[src/rtl/buffer_producto_pkg.sv]
// Shared definitions for the multiplier output buffer.
// FSM encoding and datapath widths agreed with multiplicador3.
package buffer_producto_pkg;

    localparam int OPERAND_W  = 32;
    localparam int DATA_W_DEF = 2 * OPERAND_W;

    localparam logic [0:0] ESPERA  = 1'b0;
    localparam logic [0:0] ENTREGA = 1'b1;

endpackage

[src/rtl/buffer_producto_fifo_sinc.sv]
// Synchronous FIFO, first-word-fall-through from registered memory.
// Head word reads as zero while empty.
module fifo_sinc #(
    parameter int DATA_W = 64,
    parameter int DEPTH  = 4,
    parameter int ADDR_W = 2
) (
    input  logic              clk,
    input  logic              reset,
    input  logic              push,
    input  logic              pop,
    input  logic [DATA_W-1:0] wr_data,
    output logic [DATA_W-1:0] rd_data,
    output logic [ADDR_W:0]   count,
    output logic              full,
    output logic              empty
);

    localparam logic [ADDR_W:0] FULL_CNT = (ADDR_W+1)'(DEPTH);

    logic [DATA_W-1:0] mem [DEPTH];
    logic [ADDR_W-1:0] wr_ptr;
    logic [ADDR_W-1:0] rd_ptr;
    logic              do_push;
    logic              do_pop;

    assign full    = (count == FULL_CNT);
    assign empty   = (count == '0);
    assign do_push = push && !full;
    assign do_pop  = pop && !empty;
    assign rd_data = empty ? '0 : mem[rd_ptr];

    // Storage array; contents are meaningless until written.
    always_ff @(posedge clk) begin
        if (do_push) begin
            mem[wr_ptr] <= wr_data;
        end
    end

    // Pointers wrap naturally; count tracks push minus pop.
    always_ff @(posedge clk or negedge reset) begin
        if (!reset) begin
            wr_ptr <= '0;
            rd_ptr <= '0;
            count  <= '0;
        end else begin
            if (do_push) begin
                wr_ptr <= wr_ptr + ADDR_W'(1);
            end
            if (do_pop) begin
                rd_ptr <= rd_ptr + ADDR_W'(1);
            end
            case ({do_push, do_pop})
                2'b10:   count <= count + (ADDR_W+1)'(1);
                2'b01:   count <= count - (ADDR_W+1)'(1);
                default: count <= count;
            endcase
        end
    end

endmodule

[src/rtl/buffer_producto.sv]
// Product buffer: 4-phase capture from the multiplier into a FIFO,
// valid/ready drain, back-pressure on full and a stall counter.
module buffer_producto
    import buffer_producto_pkg::*;
#(
    parameter int DATA_W  = DATA_W_DEF,
    parameter int DEPTH   = 4,
    parameter int ADDR_W  = 2,
    parameter int STALL_W = 16
) (
    input  logic               clk,
    input  logic               reset,
    input  logic [DATA_W-1:0]  producto,
    input  logic               Done_Flag,
    output logic               ack,
    output logic [DATA_W-1:0]  out_data,
    output logic               out_valid,
    input  logic               out_ready,
    output logic [ADDR_W:0]    count,
    output logic [STALL_W-1:0] stall_cnt
);

    logic [0:0] state;
    logic       full;
    logic       empty;
    logic       push;
    logic       stall_ev;

    // Full is the registered count, so a same-edge pop never frees a slot.
    assign push     = (state == ESPERA) && Done_Flag && !full;
    assign stall_ev = (state == ESPERA) && Done_Flag && full;
    assign out_valid = !empty;

    fifo_sinc #(
        .DATA_W (DATA_W),
        .DEPTH  (DEPTH),
        .ADDR_W (ADDR_W)
    ) u_fifo (
        .clk     (clk),
        .reset   (reset),
        .push    (push),
        .pop     (out_ready),
        .wr_data (producto),
        .rd_data (out_data),
        .count   (count),
        .full    (full),
        .empty   (empty)
    );

    // Handshake FSM: one capture per Done_Flag pulse, ack held until it drops.
    always_ff @(posedge clk or negedge reset) begin
        if (!reset) begin
            state <= ESPERA;
            ack   <= 1'b0;
        end else begin
            case (state)
                ESPERA: begin
                    if (push) begin
                        state <= ENTREGA;
                        ack   <= 1'b1;
                    end
                end
                ENTREGA: begin
                    if (!Done_Flag) begin
                        state <= ESPERA;
                        ack   <= 1'b0;
                    end
                end
                default: begin
                    state <= ESPERA;
                    ack   <= 1'b0;
                end
            endcase
        end
    end

    // Saturating count of refused requests.
    always_ff @(posedge clk or negedge reset) begin
        if (!reset) begin
            stall_cnt <= '0;
        end else if (stall_ev && (stall_cnt != '1)) begin
            stall_cnt <= stall_cnt + STALL_W'(1);
        end
    end

    // An unknown request while idle cannot be resolved safely.
    a_done_known: assert property (
        @(posedge clk) disable iff (!reset)
        (state == ESPERA) |-> !$isunknown(Done_Flag)
    );

endmodule

[config.mk]
export PLATFORM = sky130hd
export DESIGN_NAME = buffer_producto
export DESIGN_NICKNAME = d
export VERILOG_FILES = /design/src/rtl/buffer_producto_pkg.sv /design/src/rtl/buffer_producto_fifo_sinc.sv /design/src/rtl/buffer_producto.sv
export SDC_FILE = /design/constraint.sdc
export NUM_CORES = 1
export LEC_CHECK = 0
export CAP_MARGIN = 20
export CELL_PAD_IN_SITES_DETAIL_PLACEMENT = 1
export CELL_PAD_IN_SITES_GLOBAL_PLACEMENT = 1
export CORE_ASPECT_RATIO = 1.75
export CORE_MARGIN = 3
export CORE_UTILIZATION = 26
export CTS_CLUSTER_SIZE = 40
export DETAILED_ROUTE_END_ITERATION = 8
export PLACE_DENSITY = 0.52
export SLEW_MARGIN = 25
export SYNTH_ARGS = -nofsm -noshare
export SYNTH_HDL_FRONTEND = slang
export SYNTH_HIERARCHICAL = 1
export SYNTH_SLANG_ARGS = --single-unit
[constraint.sdc]
create_clock -name clk -period 3.55 [get_ports clk]
set_input_delay 0.71 -clock clk [delete_from_list [all_inputs] [get_ports clk]]
set_output_delay 0.71 -clock clk [all_outputs]
set_load 0.005 [all_outputs]
Word-level counts from Yosys, hierarchy flattened
Memory sizes are Yosys's and may differ from the RTL's.
Cells that the tools add are included.
{"block": "word_totals", "word_cells": 40, "ramBits": 256, "out_inout_bits": 85, "input_bits": 68, "memories": 1, "register_bits": 25}
{"block": "classes", "addsub": 5, "bitwise_logic": 1, "reduce_logical": 11, "n_mux": 10, "eq_ne": 6}
{"memory": "u_fifo.mem", "words": 4, "word_bits": 64, "rd": 1, "rd_ports_with_merged_regs": 0, "wr": 1, "line_no": "buffer_producto_fifo_sinc.sv:21", "source": "logic [DATA_W-1:0] mem [DEPTH];"}
{"operator": "$mux 64", "count": 1}
{"operator": "$add 16x1->16 const B", "count": 1}
{"operator": "$ne 16x16->1 const B", "count": 1}
{"operator": "$logic_and 1x1->1", "count": 6}
{"operator": "$mux 1", "count": 6}
{"operator": "$pmux 3 s2", "count": 1}
{"operator": "$add 2x1->2 const B", "count": 2}
{"operator": "$pmux 1 s2", "count": 2}
{"operator": "$add 3x1->3 const B", "count": 1}
{"operator": "$eq 3x3->1 const B", "count": 1}
{"operator": "$logic_not 3->1", "count": 1}
{"operator": "$sub 3x1->3 const B", "count": 1}
{"operator": "$eq 2x1->1 const B", "count": 1}
{"operator": "$eq 2x2->1 const B", "count": 1}
{"operator": "$logic_not 1->1", "count": 2}
{"operator": "$ne 2x1->1 const B", "count": 1}
{"operator": "$ne 2x2->1 const B", "count": 1}
{"operator": "$reduce_and 2->1", "count": 1}
{"operator": "$reduce_bool 2->1", "count": 1}
{"operator": "$not 1->1", "count": 1}

Logic depth before layout (Yosys ltp)
{"block": "depth", "ltp_word": 6, "ltp_mapped": 11}

Hierarchy
The synthesis kept the hierarchy.
{"module": "fifo_sinc", "n_inst": 1, "area_each_um2": 10073.4, "cells_per_inst": 443}
{"module": "buffer_producto", "n_inst": 1, "area_each_um2": 892.1, "cells_per_inst": 83}

Worst setup path after synthesis
No wires, ideal clock.
{"block": "synth_timing", "kind": "input port to flip-flop", "startpoint": "in Done_Flag", "endpoint": "mem u_fifo.mem[0][0] (enable)", "setup_ps": 429, "arrival_ps": 2715, "required_time_ps": 3121, "path_buffers": 0, "stages": 3, "slack_ps": 406, "path_cell_list": "and3_1 nor2b_1 and2_1"}
{"block": "synth_between", "elab_chain_len": 5}
{"element": "from (decl)", "line_no": "buffer_producto.sv:14", "source": "input logic Done_Flag,"}
{"element": "$logic_and 1x1->1 (2 in a row)", "line_no": "buffer_producto.sv:30", "source": "assign push = (state == ESPERA) && Done_Flag && !full;"}
{"element": "$logic_and 1x1->1", "line_no": "buffer_producto_fifo_sinc.sv:29", "source": "assign do_push = push && !full;"}
{"element": "$mux 1", "line_no": "buffer_producto_fifo_sinc.sv:35", "source": "if (do_push) begin"}
{"element": "$mux 1 (not written as such)", "line_no": "buffer_producto_fifo_sinc.sv:36", "source": "mem[wr_ptr] <= wr_data;"}
{"element": "to (decl)", "line_no": "buffer_producto_fifo_sinc.sv:21"}
No other way between the ends.

Worst setup path after layout
{"block": "layout_timing", "startpoint": "reg u_fifo.count[0]", "endpoint": "out out_data[2]"}
{"block": "layout_between", "elab_chain_len": 2}
{"element": "from (decl)", "line_no": "buffer_producto_fifo_sinc.sv:14", "source": "output logic [ADDR_W:0] count,"}
{"element": "from (signal assigned)", "line_no": "buffer_producto_fifo_sinc.sv:54", "source": "2'b10: count <= count + (ADDR_W+1)'(1);"}
{"element": "from (signal assigned)", "line_no": "buffer_producto_fifo_sinc.sv:55", "source": "2'b01: count <= count - (ADDR_W+1)'(1);"}
{"element": "from (signal assigned)", "line_no": "buffer_producto_fifo_sinc.sv:56", "source": "default: count <= count;"}
{"element": "$logic_not 3->1", "line_no": "buffer_producto_fifo_sinc.sv:28", "source": "assign empty = (count == '0);"}
{"element": "$mux 64", "line_no": "buffer_producto_fifo_sinc.sv:31", "source": "assign rd_data = empty ? '0 : mem[rd_ptr];"}
{"element": "to (decl)", "line_no": "buffer_producto.sv:16", "source": "output logic [DATA_W-1:0] out_data,"}
No other way between the ends.

==> metrics.yaml <==
power_and_ir_drop:
  p_int_uw: 8270
  p_leak_uw: 0.00479
  seq_power_share_pct: 38.5
  switchingPower_uw: 2940
  combPwrFrac_pct: 33.1
  swShare_pct: 26.2
  power_density_nw_per_um2: 782
  power_frac_clock_pct: 28.4
  peakVddDrop_v: 0.000351
clocking:
  cts_tree: "done"
  numCtsBuffers: 27
  hold_buffers: 0
  clock_latency_ps: 530
  clk_pin_slew_ps: 70
  clockBufferDepth: 3
  htreeDepth: 1
  cts-root-buf: "clkbuf_16"
  cts_sinks: 281
layout:
  nFillCells: 4145
  syn_to_final_growth_pct: 30.6
  finalNonFillerCells: 1279
  num-nets-final: 782
  drive_gt1_share_pct: 19.4
route:
  ant_nets: 0
  drc: 0
  drt-initial-drc-count: 215
  via_count: 5517
  vias_per_cell: 4.31
  wl_um: 25900
  post_drt_wl_per_cell_um: 20.3
  dr.pass1.iters: 4
floorplanning:
  die_y_um: 278
  die_w_um: 161
  dieArea_um2: 44800
  rows: 98
  ios: 153
  coreArea_um2: 41300
  initial_utilization_pct: 26.5
sta:
  tns_ps: 0
  worst_slew_pin_slew_ps: 597
  finalCritPeriodShare_pct: 95.3
  skew_ps: 9.84
  hold_viol: 0
  drv_slew: 0
  rsz0062_at_grt: "false"
  setup_violations: 0
  clock.fmax_mhz: 296
  layout_min_cycle_time_ps: 3380
  slew_headroom_pct: 59.9
placed_design:
  globalplace.congestion: 0.767
  io_buffers: 152
  post-dp-hpwl_um: 16800
  dp_cells: 1221
worst_setup_path:
  max_stage_delay_ps: 710
  crit_path_cell_trace: "or3_2 > buf_12 > and2_1 > clkdlybuf4s50_1"
  slowest_stage: "or3_2"
  crit_path_end_kind: "primary output"
  crit_type: "reg2out"
  rrSetupSlack_ps: 790
  reg2regPathDepth: 11
  worstPathArrival_ps: 2670
  critical_path_depth: 4
  critPathTopFamily: "simple AND/OR/NAND/NOR gates"
  required_ps: 2840
  r2r_start: "u_fifo/count[0]$_DFFE_PN0P_"
  cp-start-kind: "flip-flop"
  crit_path_max_fanout: 50
  cp.buffers_inverters: 2
  r2r-end: "u_fifo/count[2]$_DFFE_PN0P_"
  cp-endpoint: "out_data[2]"
  crit_path_start: "u_fifo/count[0]$_DFFE_PN0P_"
grt:
  grt-ovfl-total: 0
  antenna_found_initial: 1
  grt_pass1_wl_um: 39600
  grt_pass1_vias: 6418
  grt_usage_pct: 11.6
  grt_max_degree: 50
logic_synthesis:
  netlist_top_cells_area: "edfxtp_1 (70%), mux4_2 (13%), dfrtp_1 (5.7%), and2_1 (3.9%), xor2_1 (1.3%)"
  ys_seq_area_share_pct: 75.8
  ys_ff_latch: 281
  synth_nets: 601
  syn_area_per_cell_um2: 20.8
  synth_edf_count: 256
  synth_warnings: 6
  syn_inst: 526
  synthArstFlopShare_pct: 8.90
  synth_area_um2: 11000
  synth_top_cell_area_share_pct: 70.1
  synth_cell_types: 35
  yosysTopAreaCell: "edfxtp_1"
  ys.flop_type: "edfxtp_1"
worst_hold_path:
  min_path_cells: 1
  hold_class: "reg2reg"
status:
  status: "completed"
job:
  maxCapViolCount: 0
[how the worst min path moves through the flow]
stage                         start                        end  slack (ps)
floorplan                     reset            ack$_DFFE_PN0P_         410
global placement    state$_DFF_PN0_            ack$_DFFE_PN0P_         470
detailed placement  state$_DFF_PN0_            ack$_DFFE_PN0P_         520
CTS                           reset  stall_cnt[12]$_DFFE_PN0P_         530
global route        state$_DFF_PN0_            ack$_DFFE_PN0P_         550
finish              state$_DFF_PN0_            ack$_DFFE_PN0P_         530
[synthesized netlist by cell type, types with 2 or more instances]
cell      number
edfxtp_1     256
and2_1        69
mux4_2        64
dfrtp_1       25
xor2_1        16
inv_1         10
buf_2          8
clkbuf_1       8
nand2_1        7
ha_1           6
nor3_1         6
buf_6          5
nand3_1        5
a21oi_1        4
and3_1         4
nand4_1        4
nor2_1         4
nor3b_1        3
xnor2_1        3
a21boi_0       2
nand4_2        2
nor4_1         2
[sequential cells by signal, summed over array words and instances, names as in the netlist]
name           count
u_fifo/mem       256
u_fifo/wr_ptr      2
u_fifo/count       3
stall_cnt         16
ack                1
state              1
u_fifo/rd_ptr      2
[stage by stage]
step                cell area [um^2]  power [uW]  setup slack, ps  utilization, %  hold WS (ps)
finish                         14300       11200              168            34.7           526
global placement               13300        8120              535            32.1           472
detailed placement             13300        8180              514            32.1           523
CTS                            14300       11400             33.2            34.5           528
global route                   14300       11800             13.0            34.7           553
floorplan                      11000        6180              406               -           414
[area by class of cell]
class | instances | area, um^2 | area share (%)
flip-flops and latches | 281 | 8320 | 58.1
multi-input cells | 214 | 2500 | 17.5
repair buffers | 173 | 1780 | 12.4
well taps | 550 | 688 | 4.80
clock buffers | 28 | 679 | 4.74
clock inverters | 21 | 313 | 2.18
inverters | 10 | 37.5 | 0.262
diodes | 2 | 5.00 | 0.0349
[cells by family (layout without fill, tap and decap cells)]
family | count (synthesis) | after routing | share of synthesized area (%)
compound gates | 8 | 8 | 0.422
fa+ha+maj | 7 | 7 | 0.867
buf+inv | 31 | 232 | 1.49
other cells | 0 | 2 | 0
mux | 67 | 67 | 13.5
xor+xnor | 19 | 19 | 1.52
simple gates | 113 | 113 | 6.41
flops | 281 | 281 | 75.8
[metal layers]
metal  track usage, %  part of all wire (%)  routed length, um
met5                0                     0                  0
met4             3.44                   2.3                605
met3             2.39                   4.8               1240
met2             23.0                    57              14800
met1             12.0                    36               9260
[worst register-to-register path: stages, from the launching register on]
cell     delay [ps]
dfrtp_1         450
nor3b_1         530
inv_1           110
and3_1          200
nor2b_1         210
inv_1           110
ha_1            190
inv_1            70
fa_1            380
xor2_1          160
nor2_1          140
xor2_1          160
[cells in the final DEF, fill, tap and decap left out, types with 7 or more instances in the layout]
cell type and n:
and2_1 65, buf_12 8, buf_4 13, bufinv_16 8, clkbuf_16 27, clkdlybuf4s50_1 152, dfrtp_1 23, edfxtp_1 256
inv_1 10, mux4_2 64, nand2_1 7, xor2_1 16
[power groups by stage]
stage                     sequential (uW)  clock, uW  combinational (uW)
after floorplan                      4240          0                1930
after global placement               4400          0                3720
after detailed placement             4440          0                3740
after CTS                            4360       3300                3760
after global routing                 4360       3420                4030
final                                4310       3180                3710
[timing repair]
| action | CTS | global route |
|---|---|---|
| setup endpoints to repair | 0 | 11 |
| buffers inserted | 0 | 7 |
| gates resized for setup | 0 | 0 |
No activity file was read; power rests on OpenSTA's default activity.
